### src/rtl/branch_pkg.sv
// Shared encodings and predictor-counter helpers for the branch resolve unit.
package branch_pkg;

  localparam logic [6:0] OPC_BRANCH = 7'b1100011;

  typedef enum logic [2:0] {
    F3_BEQ   = 3'b000,
    F3_BNE   = 3'b001,
    F3_RSVD2 = 3'b010,
    F3_RSVD3 = 3'b011,
    F3_BLT   = 3'b100,
    F3_BGE   = 3'b101,
    F3_BLTU  = 3'b110,
    F3_BGEU  = 3'b111
  } funct3_e;

  typedef logic [1:0] ctr_t;

  localparam ctr_t CTR_RESET = 2'b01;

  // Two-bit saturating counter step: toward 3 on taken, toward 0 otherwise.
  function automatic ctr_t ctr_next(input ctr_t c, input logic taken);
    if (taken) return (c == 2'b11) ? c : c + 2'b01;
    return (c == 2'b00) ? c : c - 2'b01;
  endfunction

endpackage

### src/rtl/branch_cmp.sv
// Operand comparator: equality plus signed and unsigned less-than.
module branch_cmp #(
  parameter int DWIDTH = 32
) (
  input  logic [DWIDTH-1:0] a,
  input  logic [DWIDTH-1:0] b,
  output logic              eq,
  output logic              lt,
  output logic              ltu
);

  assign eq  = (a == b);
  assign lt  = ($signed(a) < $signed(b));
  assign ltu = (a < b);

endmodule

### src/rtl/branch_resolve_unit.sv
// Resolves conditional branches one cycle after acceptance and trains a
// bimodal table of 2-bit counters that also serves fetch-stage predictions.
module branch_resolve_unit
  import branch_pkg::*;
#(
  parameter int DWIDTH      = 32,
  parameter int BHT_ENTRIES = 16
) (
  input  logic              clk,
  input  logic              reset,
  input  logic [DWIDTH-1:0] lookup_pc_i,
  output logic              pred_taken_o,
  input  logic              valid_i,
  input  logic              flush_i,
  input  logic [6:0]        opcode_i,
  input  logic [2:0]        funct3_i,
  input  logic [DWIDTH-1:0] pc_i,
  input  logic [DWIDTH-1:0] imm_i,
  input  logic [DWIDTH-1:0] rs1_i,
  input  logic [DWIDTH-1:0] rs2_i,
  input  logic              pred_taken_i,
  output logic              res_valid_o,
  output logic              taken_o,
  output logic [DWIDTH-1:0] target_o,
  output logic              mispredict_o,
  output logic              breq_o,
  output logic              brlt_o,
  output logic              illegal_o
);

  localparam int IDXW = $clog2(BHT_ENTRIES);

  ctr_t bht [BHT_ENTRIES];

  logic [IDXW-1:0] lookup_idx;
  logic [IDXW-1:0] upd_idx;
  logic            accept;
  logic            eq;
  logic            lt;
  logic            ltu;
  logic            lt_sel;
  logic            taken_c;
  logic            illegal_c;
  logic            unused_pc_bits;

  assign lookup_idx     = lookup_pc_i[IDXW+1:2];
  assign upd_idx        = pc_i[IDXW+1:2];
  assign unused_pc_bits = ^{lookup_pc_i[DWIDTH-1:IDXW+2], lookup_pc_i[1:0]};

  // Combinational read of the registered array gives read-before-write
  // behaviour when lookup and update hit the same entry.
  assign pred_taken_o = bht[lookup_idx][1];

  assign accept = valid_i & ~flush_i & (opcode_i == OPC_BRANCH);

  branch_cmp #(.DWIDTH(DWIDTH)) u_cmp (
    .a   (rs1_i),
    .b   (rs2_i),
    .eq  (eq),
    .lt  (lt),
    .ltu (ltu)
  );

  assign lt_sel = funct3_i[1] ? ltu : lt;

  always_comb begin
    taken_c   = 1'b0;
    illegal_c = 1'b0;
    case (funct3_e'(funct3_i))
      F3_BEQ:  taken_c = eq;
      F3_BNE:  taken_c = ~eq;
      F3_BLT:  taken_c = lt;
      F3_BGE:  taken_c = ~lt;
      F3_BLTU: taken_c = ltu;
      F3_BGEU: taken_c = ~ltu;
      default: illegal_c = 1'b1;
    endcase
  end

  // Pulse flags drop whenever nothing was accepted; target and compare
  // flags keep their last accepted values.
  always_ff @(posedge clk) begin
    if (reset) begin
      res_valid_o  <= 1'b0;
      taken_o      <= 1'b0;
      mispredict_o <= 1'b0;
      illegal_o    <= 1'b0;
      target_o     <= '0;
      breq_o       <= 1'b0;
      brlt_o       <= 1'b0;
      for (int i = 0; i < BHT_ENTRIES; i++) bht[i] <= CTR_RESET;
    end else begin
      res_valid_o  <= accept;
      taken_o      <= accept & taken_c;
      mispredict_o <= accept & (taken_c ^ pred_taken_i);
      illegal_o    <= accept & illegal_c;
      if (accept) begin
        target_o <= pc_i + imm_i;
        breq_o   <= eq;
        brlt_o   <= lt_sel;
      end
      if (accept && !illegal_c) bht[upd_idx] <= ctr_next(bht[upd_idx], taken_c);
    end
  end

endmodule

### config.mk
export PLATFORM = sky130hd
export DESIGN_NAME = branch_resolve_unit
export DESIGN_NICKNAME = d
export VERILOG_FILES = /design/src/rtl/branch_pkg.sv /design/src/rtl/branch_cmp.sv /design/src/rtl/branch_resolve_unit.sv
export SDC_FILE = /design/constraint.sdc
export NUM_CORES = 1
export LEC_CHECK = 0
export BUFFER_PORTS_ARGS = -buffer_cell sky130_fd_sc_hd__buf_2
export CAP_MARGIN = 20
export CORE_ASPECT_RATIO = 1.75
export CORE_MARGIN = 2
export CORE_UTILIZATION = 45
export DETAILED_ROUTE_END_ITERATION = 7
export PLACE_DENSITY = 0.82
export SYNTH_ARGS = -nofsm -noshare
export SYNTH_HDL_FRONTEND = slang
export SYNTH_SLANG_ARGS = --single-unit
### constraint.sdc
create_clock -name clk -period 4 [get_ports clk]
set_clock_uncertainty 0.2 [all_clocks]
set_input_delay 0.8 -clock clk [delete_from_list [all_inputs] [get_ports clk]]
set_output_delay 0.8 -clock clk [all_outputs]
set_load 0.03 [all_outputs]
==> results.json, run 1 <==
{
  "status": "complete, no violations",
  "synth_area_leader_cell": "edfxtp_1",
  "synth-edff-count": 32,
  "drtPass1Iterations": 5,
  "slew_violations": 0,
  "maxCapViolCount": 0,
  "grt.total_usage": 0.241,
  "path_buf_inv": 3,
  "required_ns": 3.96,
  "ir_drop_v": 0.000227,
  "synth-seq-area-share": 0.298,
  "antenna_cells": 0,
  "max_stage_delay_ns": 0.48,
  "synth_top_family_by_area": "compound AO/OA/AOI/OAI gates",
  "die_y_um": 154,
  "critPathMaxFanout": 16,
  "total_power_uw": 2040,
  "synth_seq_cells": 70,
  "num_rows": 54,
  "avgRoutedWirePerCell_um": 16.1,
  "finalCritPeriodShare": 0.859,
  "root_buffer": "clkbuf_16",
  "via_count": 5573,
  "dieWidth_um": 89.7,
  "cts.sinks": 70,
  "antenna_found_initial": 0,
  "dpl_cell_area_sq_mm": 0.00686,
  "worstMarginPinSlew_ns": 0.634,
  "synth_top_area_share": 0.166,
  "cp_cell_sequence": "buf_2, inv_1, ha_1, nand4_1, nor3_1, nand3_1, or3_2, a31oi_4, or2_4, o31ai_4, buf_4, a21boi_0",
  "power_density_mw_per_mm2": 286,
  "path_class": "in -> reg",
  "synthSimpleGateAreaFrac": 0.179,
  "yosysMostFrequentCell": "ha_1",
  "fin_crit_ns": 3.44,
  "cts_made_buffers": 9,
  "io_buffer_count": 185,
  "muxShareOfSynthArea": 0.0630,
  "cts.clk_slew.worst_paths_ns": 0.05,
  "syn_inst": 642,
  "slew_headroom": 0.574,
  "wirelength_um": 16000,
  "synthAdderAreaFrac": 0.140,
  "start_kind": "input pin",
  "crit_family": "simple AND/OR/NAND/NOR gates",
  "critPathArrivalTime_ns": 3.40,
  "htree_num_levels": 3,
  "core-area_sq_mm": 0.0125,
  "synth_cell_types": 72,
  "dpl.hpwl_um": 12700,
  "cts_tree": "done",
  "hold_viol": 0,
  "cts-resized-gates": 0,
  "p_leak_uw": 0.00330,
  "syn_area_sq_mm": 0.00578,
  "dieArea_sq_mm": 0.0138,
  "hold_path_class": "reg -> reg",
  "drt_drc_violations_left": 0,
  "postCtsSetupBuffers": 0,
  "initial_core_util": 0.462,
  "synth_nets": 881,
  "synth_area_leaders": "edfxtp_1, ha_1, dfxtp_1",
  "avgSynthCellArea_sq_um": 9.00,
  "clockBufferDepth": 2,
  "overflow": 0,
  "final_area_sq_mm": 0.00712,
  "pin_count": 214,
  "synth_compound_area_frac": 0.236,
  "drive_gt1_frac": 0.293,
  "grt_pass1_vias": 5686,
  "grt_pass1_wl_um": 26000,
  "fin_nets": 1061,
  "async_flop_share": 0,
  "setup_viol": 0,
  "viasPerCell": 5.60,
  "synthXorXnorAreaFrac": 0.0288,
  "worstSkewPairLatency_ns": 0.33,
  "detail-route-antenna-nets": 0,
  "rsz0062_at_grt": "no",
  "ys_warn_count": 0,
  "drtIter0Drc": 207,
  "fmax_mhz": 291,
  "synth_common_cells": "ha_1, nand2_1, a21oi_1",
  "synthFlopType": "dfxtp_1",
  "worstSetupEndpointType": "flip-flop",
  "syn_to_final_growth_pct": 23.3,
  "grt_max_degree": 54,
  "place.gp.congestion": 0.887,
  "fin_tns_setup_ns": 0,
  "cts-hold-fix-buffers": 0,
  "slowest_stage": "or3_2"
}
cell type report:
cell class / count / area (sq um)
inverters: 49 / 184
flip-flops and latches: 70 / 1720
well taps: 168 / 210
fillers: 1146 / 5380
multi-input cells: 497 / 3740
clock buffers: 12 / 246
clock inverters: 4 / 22.5
repair buffers: 195 / 1000
per-layer routing:
layer | global-route usage | part of all wire | vias to the layer above
met3 | 0.0435 | 0.049 | 49
met4 | 0.113 | 0.039 | 0
met5 | 0 | 0 | -
met2 | 0.439 | 0.55 | 181
li1 | - | - | 2746
met1 | 0.257 | 0.37 | 2597
final timing paths:
kind | from | end | slack (ns) | depth (start not counted)
setup reg to reg | bht[5][1] | bht[13][0] | 1.14 | 6
setup / recovery | rs2_i[31] | bht[3][1] | 0.56 | 12
hold reg to reg | target_o[7] | target_o[7] | 0.25 | 2
hold / removal | target_o[7] | target_o[7] | 0.25 | 2
power by group:
group | internal [uW] | switching, uW | total (uW) | leakage (uW)
Combinational | 248 | 304 | 551 | 0.00258
Sequential | 755 | 4.03 | 759 | 0.000592
Clock | 433 | 296 | 729 | 0.000134
cell families after synthesis:
| family | Yosys count |
|---|---|
| compound gates | 196 |
| xor+xnor | 19 |
| fa+ha+maj | 64 |
| buf+inv | 75 |
| flops | 70 |
| mux | 15 |
| simple gates | 203 |
cells in the final DEF, fill, tap and decap left out, drive strengths merged, types with 9 or more instances in the layout:
cell	count
a21boi	12
clkbuf	12
nand2b	12
ha	63
nand3	17
xor2	9
o211ai	9
dfxtp	38
nand4	11
nand2	62
a21oi	61
a211oi	12
o21ai	28
a21o	23
inv	49
nor3	12
xnor2	10
edfxtp	32
buf	195
o21bai	10
or2	12
mux4	15
nor2	35
stage by stage:
step                instances  setup WS [ns]  utilization  hold slack (ns)
detailed placement        979          0.204        0.548            0.242
finish                    995          0.565        0.570            0.245
global placement          979          0.313        0.548            0.236
CTS                       995          0.549        0.570            0.249
floorplan                 642          0.524            -            0.380
global route              995          0.334        0.570            0.279
worst min-delay path: cells and delay by family (launching register included):
kind               cells  cell delay (ns)
and+or+nand+nor        1             0.05
DFF                    1             0.30
AOI/OAI and AO/OA      1             0.05
registers in the layout, summed over array words and instances, names as in the netlist:
name,cells
bht,32
breq_o,1
brlt_o,1
illegal_o,1
mispredict_o,1
res_valid_o,1
taken_o,1
target_o,32
Note: power is estimated with default switching activity, not from simulation.
==> run 2: changes to the inputs <==
==> constraint.sdc (replaced) <==
create_clock -name clk -period 3.82 [get_ports clk]
set_clock_uncertainty 0.2 [all_clocks]
set_input_delay 0.764 -clock clk [delete_from_list [all_inputs] [get_ports clk]]
set_output_delay 0.764 -clock clk [all_outputs]
set_load 0.03 [all_outputs]
==> run 2 against run 1 <==
  * Clock-buffer cell count fell by 1
  * Worst setup slack worse by 0.093 ns
  * Largest power group unchanged
  * First-iteration DRC count decreased by 8.2%
  * Critical endpoint is now bht[13][0]
  * Largest cell class unchanged
  * Die area unchanged
  * Register-to-register slack lost 0.14 ns
  * Routed wire length grew 1.5%
  * Global-route usage rose by 0.32 points
  * Non-clock buffer count rose by 4
  * Cell count increased by 0.40%
==> results.json, run 2 (synthesis gave the netlist of run 1 again) <==
{
  "largestRegisters": "bht x32, target_o x32",
  "fmax_mhz": 299,
  "dpl_cell_area_sq_mm": 0.00691,
  "whs_endpoint": "target_o[11]",
  "crit_family": "simple AND/OR/NAND/NOR gates",
  "io_buffer_count": 185,
  "dieArea_sq_mm": 0.0138,
  "core-area_sq_mm": 0.0125,
  "p_sw_uw": 647,
  "place.gp.congestion": 0.902,
  "cts.clk_slew.worst_paths_ns": 0.06,
  "pwr-share-comb": 0.278,
  "grt_max_degree": 54,
  "num_rows": 54,
  "cts_tree": "done",
  "max_stage_delay_ns": 0.48,
  "mostFrequentLayoutCells": "buf_2, ha_1, nand2_1, a21oi_1, inv_1",
  "antenna_cells": 0,
  "maxCapViolCount": 0,
  "htree_num_levels": 3,
  "fin_nets": 1065,
  "grt.total_usage": 0.245,
  "viasPerCell": 5.64,
  "syn_to_final_growth_pct": 24.1,
  "setup_viol": 0,
  "via_count": 5635,
  "reg2regPathDepth": 6,
  "hp-start": "target_o[11]",
  "rsz0062_at_grt": "no",
  "sw_frac_of_total": 0.302,
  "grt_pass1_wl_um": 26600,
  "cts-resized-gates": 0,
  "slew_headroom": 0.605,
  "worstMarginPinSlew_ns": 0.588,
  "antenna_found_initial": 0,
  "dieWidth_um": 89.7,
  "cp_cell_sequence": "buf_2, inv_1, ha_1, nand4_1, nor3_1, nand3_1, or3_2, a31oi_4, or2_4, o32ai_4, buf_12, o21ai_0",
  "die_y_um": 154,
  "cts-hold-fix-buffers": 0,
  "hold_path_class": "reg -> reg",
  "clockBufferDepth": 2,
  "slew_violations": 0,
  "p_leak_uw": 0.00333,
  "ff2ff_setup_slack_ns": 1.00,
  "worstSetupEndpointType": "flip-flop",
  "layout.cells.non_filler": 999,
  "path_buf_inv": 3,
  "drtIter0Drc": 190,
  "critPathMaxFanout": 16,
  "p_seq_frac": 0.371,
  "detail-route-antenna-nets": 0,
  "min_path_cells": 2,
  "place_inst": 983,
  "cts_made_buffers": 9,
  "power_density_mw_per_mm2": 299,
  "dpl.hpwl_um": 12800,
  "ir_drop_v": 0.000238,
  "slowest_stage": "or3_2",
  "fill_cells": 1143,
  "wirelength_um": 16300,
  "mostFrequentLayoutCell": "buf_2",
  "path_depth": 12,
  "cts.sinks": 70,
  "drt_drc_violations_left": 0,
  "rr_startpoint": "bht[5][1]",
  "power.clock.fraction": 0.351,
  "finalCritPeriodShare": 0.876,
  "fin_tns_setup_ns": 0,
  "avgRoutedWirePerCell_um": 16.3,
  "r2r-end": "bht[13][0]",
  "hold_viol": 0,
  "worstSkewPairLatency_ns": 0.33,
  "final_area_sq_mm": 0.00717,
  "initial_core_util": 0.462,
  "critPathArrivalTime_ns": 3.32,
  "status": "complete, no violations",
  "grt_pass1_vias": 5862,
  "drtPass1Iterations": 5,
  "overflow": 0,
  "postCtsSetupBuffers": 0,
  "p_int_uw": 1500,
  "fin_crit_ns": 3.35,
  "path_class": "in -> reg",
  "pin_count": 214,
  "drive_gt1_frac": 0.296,
  "start_kind": "input pin",
  "root_buffer": "clkbuf_16",
  "required_ns": 3.79
}
## run 2: cell count changes in the layout (fill, tap and decap cells not counted)
cell,change
clkinv_2,+1
clkinv_4,-1
clkbuf_8,-1
clkinvlp_4,+1
buf_4,+2
buf_12,+2
## run 2: worst reg2reg max path, stage by stage, from the launching register on
cell and delay [ns]:
edfxtp_1 0.40, mux4_1 0.54, mux4_2 0.55, or2_4 0.31, o32ai_4 0.25, buf_12 0.20
o21ai_0 0.11
## run 2: power by group through the flow
| stage | sequential, uW | combinational, uW | clock, uW |
|---|---|---|---|
| final | 795 | 596 | 751 |
| after detailed placement | 810 | 589 | 0 |
| after global placement | 810 | 577 | 0 |
| after global routing | 795 | 659 | 795 |
| after CTS | 795 | 592 | 760 |
| after floorplan | 809 | 391 | 0 |
## run 2: worst max-delay path by stage
stage,start,to,slack (ns)
after global placement,rs2_i[31],bht[15][0],0.24
after floorplan,rs2_i[29],bht[0][1],0.38
after CTS,rs2_i[31],bht[13][0],0.48
after detailed placement,rs2_i[31],bht[13][0],0.14
after global routing,rs2_i[1],bht[3][1],0.23
final,rs2_i[31],bht[13][0],0.47
## run 2: area by class of cell
class | count | area, sq um | area share
clock buffers | 11 | 233 | 0.0325
inverters | 49 | 184 | 0.0257
flip-flops and latches | 70 | 1720 | 0.240
multi-input cells | 497 | 3740 | 0.521
repair buffers | 199 | 1060 | 0.147
well taps | 168 | 210 | 0.0293
clock inverters | 5 | 26.3 | 0.00366
## run 2: metrics by stage
stage                      util  hold slack, ns  setup slack [ns]  power (uW)
after detailed placement  0.553           0.243             0.135        1400
after CTS                 0.574           0.256             0.479        2150
final                     0.574           0.253             0.472        2140
after floorplan               -           0.380             0.380        1200
after global routing      0.574           0.268             0.234        2250
after global placement    0.553           0.237             0.240        1390
## run 2: per-layer routing
layer | routed length (um) | track usage | vias up
met5 | 0 | 0 | -
met4 | 618 | 0.107 | 0
met3 | 780 | 0.0408 | 50
met2 | 8820 | 0.447 | 212
met1 | 6060 | 0.264 | 2611
li1 | - | - | 2762
